### config.mk
export PLATFORM = sky130hd
export DESIGN_NAME = shift_reg_rr_ctrl
export DESIGN_NICKNAME = d
export VERILOG_FILES = /design/src/rtl/shift_reg_rr_ctrl.sv
export SDC_FILE = /design/constraint.sdc
export NUM_CORES = 1
export LEC_CHECK = 0
export ABC_AREA = 1
export CAP_MARGIN = 40
export CORE_MARGIN = 5
export CORE_UTILIZATION = 40
export CTS_CLUSTER_SIZE = 30
export DETAILED_ROUTE_END_ITERATION = 10
export PLACE_DENSITY_LB_ADDON = 0.1
export SETUP_SLACK_MARGIN = 0.3
export SYNTH_ARGS = -nofsm -noshare
export SYNTH_HDL_FRONTEND = slang
export SYNTH_SLANG_ARGS = --single-unit
### constraint.sdc
create_clock -name clk -period 2.39 [get_ports clk]
set_clock_uncertainty 0.2 [all_clocks]
set_input_delay 0.3585 -clock clk [delete_from_list [all_inputs] [get_ports clk]]
set_output_delay 0.3585 -clock clk [all_outputs]
set_load 0.02 [all_outputs]
### src/rtl/shift_reg_rr_ctrl.sv
// Round-robin arbiter and sequencer for one shared WIDTH-bit load/shift-left register.
// Grant pulse and LD appear one cycle after the IDLE decision; bits stream MSB-first from q_msb.
module shift_reg_rr_ctrl #(
  parameter int WIDTH = 5,
  parameter int GAP   = 1
) (
  input  logic             clk,
  input  logic             rst,
  input  logic             req0,
  input  logic [WIDTH-1:0] data0,
  output logic             gnt0,
  input  logic             req1,
  input  logic [WIDTH-1:0] data1,
  output logic             gnt1,
  output logic             LD,
  output logic [WIDTH-1:0] preset_value,
  input  logic             q_msb,
  output logic             ser_out,
  output logic             ser_valid,
  output logic             owner,
  output logic             busy,
  output logic             done
);

  localparam int CW = $clog2(WIDTH + 1);
  localparam int GW = (GAP > 0) ? $clog2(GAP + 1) : 1;
  localparam logic [CW-1:0] BIT_LAST = CW'(WIDTH - 1);
  localparam logic [GW-1:0] GAP_LAST = GW'((GAP > 0) ? GAP - 1 : 0);

  typedef enum logic [1:0] {IDLE, LOAD, SHIFT, GAP_S} state_t;

  state_t           state_q;
  logic [CW-1:0]    bit_cnt_q;
  logic [GW-1:0]    gap_cnt_q;
  logic             last_owner_q;
  logic             owner_q;
  logic             gnt0_q;
  logic             gnt1_q;
  logic [WIDTH-1:0] preset_q;
  logic             win_d;

  // On a tie the requester that was not served last wins; otherwise the lone requester.
  assign win_d = (req0 && req1) ? ~last_owner_q : req1;

  always_ff @(posedge clk or negedge rst) begin
    if (!rst) begin
      state_q      <= IDLE;
      bit_cnt_q    <= '0;
      gap_cnt_q    <= '0;
      last_owner_q <= 1'b1;
      owner_q      <= 1'b0;
      gnt0_q       <= 1'b0;
      gnt1_q       <= 1'b0;
      preset_q     <= '0;
    end else begin
      gnt0_q <= 1'b0;
      gnt1_q <= 1'b0;
      case (state_q)
        IDLE: begin
          if (req0 || req1) begin
            state_q      <= LOAD;
            owner_q      <= win_d;
            last_owner_q <= win_d;
            preset_q     <= win_d ? data1 : data0;
            gnt0_q       <= ~win_d;
            gnt1_q       <= win_d;
          end
        end
        LOAD: begin
          state_q   <= SHIFT;
          bit_cnt_q <= '0;
        end
        SHIFT: begin
          if (bit_cnt_q == BIT_LAST) begin
            gap_cnt_q <= '0;
            state_q   <= (GAP > 0) ? GAP_S : IDLE;
          end else begin
            bit_cnt_q <= bit_cnt_q + CW'(1);
          end
        end
        GAP_S: begin
          if (gap_cnt_q == GAP_LAST) state_q <= IDLE;
          else gap_cnt_q <= gap_cnt_q + GW'(1);
        end
        default: state_q <= IDLE;
      endcase
    end
  end

  assign gnt0         = gnt0_q;
  assign gnt1         = gnt1_q;
  assign LD           = (state_q == LOAD);
  assign preset_value = preset_q;
  assign ser_valid    = (state_q == SHIFT);
  assign ser_out      = ser_valid & q_msb;
  assign owner        = owner_q;
  assign busy         = (state_q != IDLE);
  assign done         = ser_valid && (bit_cnt_q == BIT_LAST);

endmodule

==> results of run 1 <==
-- metal layers --
metal,global-route usage,vias up,part of all wire
li1,-,345,-
met1,0.1466,310,0.43
met2,0.2231,21,0.51
met3,0.05634,0,0.053
met4,0.03830,0,0
met5,0,-,0
-- flip-flops by register name, summed over array words and instances, names as in the netlist --
name / cells
gnt1: 1
last_owner_q: 1
preset_value: 5
state_q: 2
owner: 1
bit_cnt_q: 3
gnt0: 1
-- placed cells by master (no fill, tap or decap), types with 2 or more instances in the layout --
cell type        netlist  routed
a21oi_1                2       2
clkbuf_4               0       3
clkdlybuf4s50_1        0      22
dfrtp_1               13      13
dlygate4sd2_1          0       3
ha_1                   5       4
inv_1                 15      15
nand2_1               25      25
nand2_2                2       2
nand3_1               12      12
nand4_1                4       4
nor2_1                 3       3
o21ai_0                3       3
-- kinds of logic after synthesis --
logic type	after synthesis
simple gates	48
buf+inv	17
flops	14
compound gates	6
fa+ha+maj	5
-- stage by stage --
stage / cell area, um2 / total power (uW) / hold WS, ns / setup WS, ns
floorplan: 743.2 / 869.2 / -0.1371 / 0.7242
global placement: 1030 / 1143 / 0.2635 / 0.3282
detailed placement: 1030 / 1158 / 0.2686 / 0.2730
CTS: 1054 / 1285 / 0.2699 / 0.2995
global route: 1052 / 1378 / 0.2931 / 0.2900
finish: 1052 / 1269 / 0.2486 / 0.3906
-- how the worst max path moves through the flow --
| stage | cells after the start | slack (ns) | from | end |
|---|---|---|---|---|
| floorplan | 4 | 0.72 | state_q[0] | done |
| global placement | 4 | 0.33 | q_msb | ser_out |
| detailed placement | 5 | 0.27 | state_q[0] | done |
| CTS | 3 | 0.30 | state_q[1] | LD |
| global route | 5 | 0.29 | state_q[0] | ser_out |
| finish | 5 | 0.39 | state_q[0] | ser_out |
-- area by class of cell --
type                            count  area, um2  share of cell area
Inverter                           15      56.30             0.05351
Timing Repair Buffer               28      271.5              0.2580
Sequential cell                    14      351.6              0.3341
Multi-Input combinational cell     59      315.3              0.2996
Tap cell                           25      31.28             0.02973
Clock buffer                        4      26.28             0.02497
-- what timing repair did --
action,CTS,global route
gates resized for setup,5,3
hold endpoints to repair,0,0
setup endpoints to repair,4,2
hold buffers,0,0
-- cell usage after synthesis, drive strengths merged --
cell	count	area, um2
nand2	27	106.4
inv	15	56.30
dfrtp	13	325.3
nand3	12	60.06
ha	5	62.56
nand4	4	25.02
nor2	4	17.52
o21ai	4	23.77
a21oi	2	10.01
buf	2	22.52
dfstp	1	26.28
nand3b	1	7.510
-- where the power goes --
part | switching, uW | internal, uW | total, uW
sequential | 59.3 | 350 | 409
clock | 73.0 | 64.7 | 138
combinational | 418 | 304 | 722
total | 550 | 719 | 1270
==> results.sh, run 1 <==
export IMPL_grt_usage=0.1308
export IMPL_finalSetupViolations=0
export IMPL_critPathMaxFanout=7
export IMPL_synth_cell_types=15
export IMPL_coreArea_um2=1745
export IMPL_crit_chain="inv_1 -> ha_2 -> nand2_1 -> inv_1 -> dlygate4sd2_1"
export IMPL_synth_top_family_by_area="simple AND/OR/NAND/NOR gates"
export IMPL_slowest_delay_ns=0.38
export IMPL_synth_nets=110
export IMPL_ys_warn_count=0
export IMPL_timing_rr_start="state_q[0]"
export IMPL_n_fill_cell=160
export IMPL_fp_dieH_um=53.11
export IMPL_vias=676
export IMPL_fin_setup_tns_ns=0
export IMPL_drt_iter0_drc=14
export IMPL_nNetsFinal=141
export IMPL_relSlewSlack=0.5985
export IMPL_cp_top_family="buffers and inverters"
export IMPL_clk_pin_slew_ns=0.09
export IMPL_diodes=0
export IMPL_post_route_util=0.6029
export IMPL_clockBufferDepth=2
export IMPL_regToRegSetupSlack_ns=0.95
export IMPL_maxCapViolations=0
export IMPL_synth_area_um2=743.2
export IMPL_leakage_uw=0.0005435
export IMPL_grt_pass1_vias=652
export IMPL_fp_row_count=15
export IMPL_ys_seq_area_frac=0.4731
export IMPL_antenna_found_initial=0
export IMPL_synth_fa_ha_area_frac=0.08418
export IMPL_cts_buffers=3
export IMPL_grt_max_degree=15
export IMPL_cp_arrival_ns=1.44
export IMPL_via_per_inst=4.662
export IMPL_worst_pin_slew_ns=0.6004
export IMPL_route_detailed_drc=0
export IMPL_portBuffers=27
export IMPL_worstPathBufferInverterCount=3
export IMPL_cts_setup_buffers=0
export IMPL_hpwl_um=1351
export IMPL_cp_end_kind="output port"
export IMPL_cts_root_buf="clkbuf_4"
export IMPL_dieWidth_um=53.11
export IMPL_grt_pass1_wl_um=2635
export IMPL_clk_latency_ns=0.28
export IMPL_drv_slew=0
export IMPL_worstSetupPathType="register to output port"
export IMPL_peakVddDrop_mv=0.6513
export IMPL_syn_avg_cell_area_um2=8.258
export IMPL_r2r_end="bit_cnt_q[1]"
export IMPL_postSynthCellCount=90
export IMPL_powerDensity_nw_per_um2=1206
export IMPL_cts_tree="yes"
export IMPL_synth_compound_area_frac=0.04545
export IMPL_layout_cells_non_filler=145
export IMPL_cp_slowest_cell="dfrtp_1"
export IMPL_pin_count=28
export IMPL_finalHoldViolations=0
export IMPL_rsz0062_at_grt="no"
export IMPL_synthXorXnorAreaFrac=0
export IMPL_fin_crit_sh=0.8366
export IMPL_totalWireLength_um=1718
export IMPL_startpoint_type="register"
export IMPL_reg2reg_depth=6
export IMPL_area_growth_pct=41.58
export IMPL_cts_sinks=14
export IMPL_dieArea_um2=2820
export IMPL_yosys_area_share_simple=0.2912
export IMPL_max_freq_mhz=500.1
export IMPL_layout_min_cycle_time_ns=1.999
export IMPL_min_path_type="input pin to asynchronous set/reset pin"
export IMPL_cpMostUsedCell="inv_1"
export IMPL_synthMuxAreaShare=0
export IMPL_drtAntennaViolNets=0
export IMPL_overflow=0
export IMPL_start_util=0.4258
export IMPL_h_tree_depth=1
export IMPL_ys_ff_latch=14
export IMPL_firstDrtPassIters=4
export IMPL_place_congestion=0.7732
export IMPL_layout_drive_gt1_share=0.09167
export IMPL_status="finished clean"
export IMPL_dpl_cell_count=141
export IMPL_cp_required_ns=1.83
export IMPL_routedWlPerCell_um=11.85
Power figures use the tool's default switching activity.
==> inputs of run 2 (changes only) <==
- clock period: 2.39 -> 2.1 ns (I/O delays scaled with it)
==> run 2 against run 1 <==
Compared with the run above: cell count increased by 1.4%; total power rose by 16%; sequential share of layout area down 0.74 points; core utilization is 1.4 points higher; global-route usage up 0.067 points; die area unchanged; worst setup slack got worse by 0.032 ns; critical path depth unchanged; count of clock-buffer cells in the layout unchanged; final area increased by 2.3%; clock power increased by 11%.
==> results.sh, run 2 (same netlist as run 1, synthesis figures left out) <==
export IMPL_status="finished clean"
export IMPL_drt_iter0_drc=5
export IMPL_dpl_cell_count=142
export IMPL_start_util=0.4258
export IMPL_hold_buffers=0
export IMPL_routedWlPerCell_um=11.31
export IMPL_grt_pass1_vias=604
export IMPL_coreArea_um2=1745
export IMPL_area_growth_pct=44.78
export IMPL_fp_row_count=15
export IMPL_rsz0062_at_grt="yes"
export IMPL_finalSetupViolations=0
export IMPL_fin_setup_tns_ns=0
export IMPL_place_congestion=0.7921
export IMPL_clkPwrFrac=0.104
export IMPL_drv_slew=0
export IMPL_pwr_share_seq=0.319
export IMPL_cp_required_ns=1.58
export IMPL_largest_register_ff_count=5
export IMPL_p_switching_uw=636.2
export IMPL_worstSetupPathType="register to output port"
export IMPL_most_common_layout_cells="nand2_1, clkdlybuf4s50_1, inv_1, dfrtp_1, nand3_1"
export IMPL_setup_ws_ns=0.3588
export IMPL_leakage_uw=0.0005811
export IMPL_portBuffers=27
export IMPL_cts_sinks=14
export IMPL_cts_buffers=3
export IMPL_startpoint_type="register"
export IMPL_critPathMaxFanout=4
export IMPL_relSlewSlack=0.5958
export IMPL_cp_end_kind="output port"
export IMPL_layout_cells_non_filler=147
export IMPL_clk_latency_ns=0.28
export IMPL_hpwl_um=1351
export IMPL_layout_min_cycle_time_ns=1.741
export IMPL_grt_pass1_wl_um=2642
export IMPL_pin_count=28
export IMPL_via_per_inst=4.551
export IMPL_p_int_uw=838.0
export IMPL_regToRegSetupSlack_ns=0.63
export IMPL_cts_root_buf="clkbuf_4"
export IMPL_n_fill_cell=177
export IMPL_totalWireLength_um=1663
export IMPL_dieArea_um2=2820
export IMPL_p_sw_frac=0.4316
export IMPL_powerDensity_nw_per_um2=1370
export IMPL_regArea_um2=351.6
export IMPL_cp_arrival_ns=1.23
export IMPL_grt_max_degree=15
export IMPL_firstDrtPassIters=4
export IMPL_dieWidth_um=53.11
export IMPL_post_route_util=0.6165
export IMPL_drtAntennaViolNets=0
export IMPL_worst_pin_slew_ns=0.6044
export IMPL_grt_usage=0.1315
export IMPL_vias=669
export IMPL_peakVddDrop_mv=0.8254
export IMPL_finalHoldViolations=0
export IMPL_clockBufferDepth=2
export IMPL_overflow=0
export IMPL_cts_tree="yes"
export IMPL_nNetsFinal=143
export IMPL_pre_cts_slack_ns=0.1164
export IMPL_max_freq_mhz=574.3
export IMPL_clk_pin_slew_ns=0.08
export IMPL_layout_drive_gt1_share=0.1475
export IMPL_route_detailed_drc=0
export IMPL_mostFrequentLayoutCell="nand2_1"
export IMPL_h_tree_depth=1
export IMPL_maxCapViolations=0
export IMPL_p_total_uw=1474
export IMPL_power_frac_comb=0.577
export IMPL_min_path_type="input pin to asynchronous set/reset pin"
export IMPL_fp_dieH_um=53.11
export IMPL_diodes=0
export IMPL_fin_crit_sh=0.8292
export IMPL_antenna_found_initial=0
export IMPL_multiInputGateArea_um2=325.3
[run 2: cell type report]
cell class / count / share of cell area
multi-input combinational: 59 / 0.3023
tap: 25 / 0.02907
sequential: 14 / 0.3267
timing repair buffer: 30 / 0.2651
clock buffer: 4 / 0.02442
inverter: 15 / 0.05233
[run 2: worst max-delay path: stages (launching register included)]
cell      delay (ns)
dfrtp_1         0.42
inv_1           0.07
ha_1            0.16
nand3_1         0.08
inv_1           0.06
clkbuf_2        0.15
[run 2: power by group through the flow]
stage | Combinational [uW] | Sequential (uW) | Clock, uW
3_3_place_gp | 847 | 466 | 0
5_1_grt | 955 | 488 | 177
6_report | 851 | 470 | 153
3_5_place_dp | 865 | 470 | 0
4_1_cts | 857 | 473 | 162
2_1_floorplan | 440 | 549 | 0
[run 2: routing by layer]
metal | GRT usage | wire length, um | up-vias
li1 | - | - | 354
met1 | 0.1748 | 757 | 296
met2 | 0.1942 | 785 | 14
met3 | 0.05352 | 100 | 5
met4 | 0.03830 | 19 | 0
met5 | 0 | 0 | -
[run 2: repair_timing]
action / 4_1_cts / 5_1_grt
pin swaps: 1 / 0
endpoints found under the hold margin: 0 / 0
endpoints found under the setup margin: 5 / 9
setup buffers: 0 / 1
gates resized for setup: 14 / 11
[run 2: final timing paths]
check,startpoint,endpoint,cells after the start
max in group asynchronous,rst,preset_value[1],1
min in group clk,last_owner_q,last_owner_q,2
setup reg to reg,state_q[1],preset_value[3],6
setup / recovery,bit_cnt_q[0],done,5
hold / removal,rst,bit_cnt_q[1],1
hold reg to reg,last_owner_q,last_owner_q,2
[run 2: metrics by stage]
step	instance area, um2	hold WS (ns)
floorplan	743.2	-0.1806
global placement	1037	0.2638
detailed placement	1037	0.2686
CTS	1070	0.2208
global route	1076	0.2369
finish	1076	0.2091
==> patch, RTL diff (settings of run 2) <==
Make the reset (`rst`) synchronous in one clocked block.
--- a/src/rtl/shift_reg_rr_ctrl.sv
+++ b/src/rtl/shift_reg_rr_ctrl.sv
@@ -44,3 +44,3 @@
 
-  always_ff @(posedge clk or negedge rst) begin
+  always_ff @(posedge clk) begin
     if (!rst) begin
Formal check against the unedited RTL: differs if rst is asserted again (counterexample within 4 cycles, from zero or initial values and one cycle with rst low); with rst held inactive, the same outputs for 10 cycles.
==> patch against run 2 <==
Wire length is 1.7% lower; final area grew 0.93%; synthesized cell count up 22%; maximum frequency fell by 0.66%; global-route usage increased by 0.12 points; power is 14% lower; synthesized area fell by 0.34%; sequential cell count is the same; worst setup slack worse by 0.012 ns.
==> patch: results (changes against run 2) <==
* Vias in the first global route at 675 (was 604)
* Largest cells by area after synthesis: dfxtp_1 (38%), nand2_1 (17%), ha_1 (8.4%), inv_1 (7.1%), nor2_1 (6.6%) (was dfrtp_1 (44%), nand2_1 (13%), ha_1 (8.4%), nand3_1 (8.1%), inv_1 (7.6%))
* Slew at the pin closest to its max-slew limit at 0.430 ns (was 0.604 ns)
* Initial DRC count at 4 (was 5)
* Ys flop type: dfxtp_1 (was dfrtp_1)
* R2R Setup Slk at 0.68 ns (was 0.63 ns)
* Global routing usage on met1 at 0.148 (was 0.175)
* Drt wl/cell at 9.96 um (was 11.3 um)
* Post-synth top cells: nand2_1 (33), dfxtp_1 (14), inv_1 (14) (was nand2_1 (25), inv_1 (15), dfrtp_1 (13))
* Tot GR Track Use at 0.133 (was 0.132)
* Nets at 160 (was 143)
* M3 GR Usage at 0.0338 (was 0.0535)
* Routing usage on met2 at 0.238 (was 0.194)
* Status: completed (unchanged)
* TritonCTS buffer count at 3 (unchanged)
* Net switching power at 525 uW (was 636 uW)
* Sequential power share at 0.308 (was 0.319)
* Warnings, synthesis at 0 (unchanged)
* Fraction of registers with async set/reset at 0 (was 1.00)
* Sequential fraction of the synthesis area at 0.378 (was 0.473)
* Layout cells sized above 1 at 0.108 (was 0.148)
* CP peak stage delay at 0.61 ns (was 0.42 ns)
* Slowest CP cell: clkdlybuf4s50_1 (was dfrtp_1)
* Worst skew pair latency at approximately 0.27 ns
* Largest net degree at the start of global routing at 13 (was 15)
* Via count of the routed design at 744 (was 669)
* Max FO, Critical Path at 2 (was 4)
* HPWL after DPL at 1300 um (was 1350 um)
* Gp weighted congestion at 0.712 (was 0.792)
* Adder-cell area share of the yosys netlist at 0.0845 (was 0.0842)
* Syn_nets at 130 (was 110)
* First-pass GRT wire length at 2780 um (was 2640 um)
* Synth Area in Compound Gates at 0.123 (was 0.0455)
* Placed Instance Area at 1030 um^2 (was 1040 um^2)
* Critical path's top delay family: buffers and inverters (was flip-flops)
* Peak supply drop at 0.646 mV (was 0.825 mV)
* Cell variety after synth at 16 (was 15)
* Lkg Pwr at 0.000512 uW (was 0.000581 uW)
* Worst hold path class: flip-flop to flip-flop (was input pin to asynchronous set/reset pin)
* Clk pwr share at 0.148 (was 0.104)
patch: cell count changes after synthesis, moves of 2 or more:
cell      change
a21boi_1      +3
a21oi_1       +5
a21boi_0      +2
nand2_1       +8
nand3_1       -3
nand2_2       -2
buf_6         -2
nand4_1       -4
buf_2         +3
dfxtp_1      +14
dfrtp_1      -13
nor2_1       +10
patch: final timing paths:
| check | from | to | cells after the start |
|---|---|---|---|
| min | bit_cnt_q[0]$_SDFFE_PN0P_ | bit_cnt_q[0]$_SDFFE_PN0P_ | 1 |
| max | owner$_SDFFE_PN0P_ | owner | 1 |
| min reg2reg | bit_cnt_q[0]$_SDFFE_PN0P_ | bit_cnt_q[0]$_SDFFE_PN0P_ | 1 |
| max reg2reg | state_q[1]$_SDFFE_PN0P_ | preset_value[4]$_SDFFE_PN0P_ | 7 |
patch: cell type report:
cell class / count / area (um^2)
fillers: 158 / 659
multi-input cells: 78 / 414
flip-flops and latches: 14 / 282
repair buffers: 28 / 267
inverters: 15 / 56.3
clock buffers: 4 / 36.3
well taps: 25 / 31.3
patch: metrics by stage:
| step | power (uW) | worst slack, ns | instances | hold slack [ns] |
|---|---|---|---|---|
| finish | 1270 | 0.347 | 164 | 0.267 |
| global route | 1390 | 0.298 | 164 | 0.301 |
| CTS | 1250 | 0.169 | 164 | 0.273 |
| detailed placement | 1080 | 0.129 | 160 | 0.253 |
| global placement | 1060 | 0.130 | 160 | 0.242 |
| floorplan | 825 | 0.451 | 110 | 0.229 |
patch: timing repair:
| action | in CTS | in global routing |
|---|---|---|
| endpoints found under the hold margin | 0 | 0 |
| gates resized for setup | 10 | 8 |
| endpoints found under the setup margin | 5 | 4 |
| cloned | 0 | 0 |
patch: layer usage:
metal	vias up	wire length (um)
li1	402	-
met1	322	713
met2	18	815
met3	2	90
met4	0	14
met5	-	0
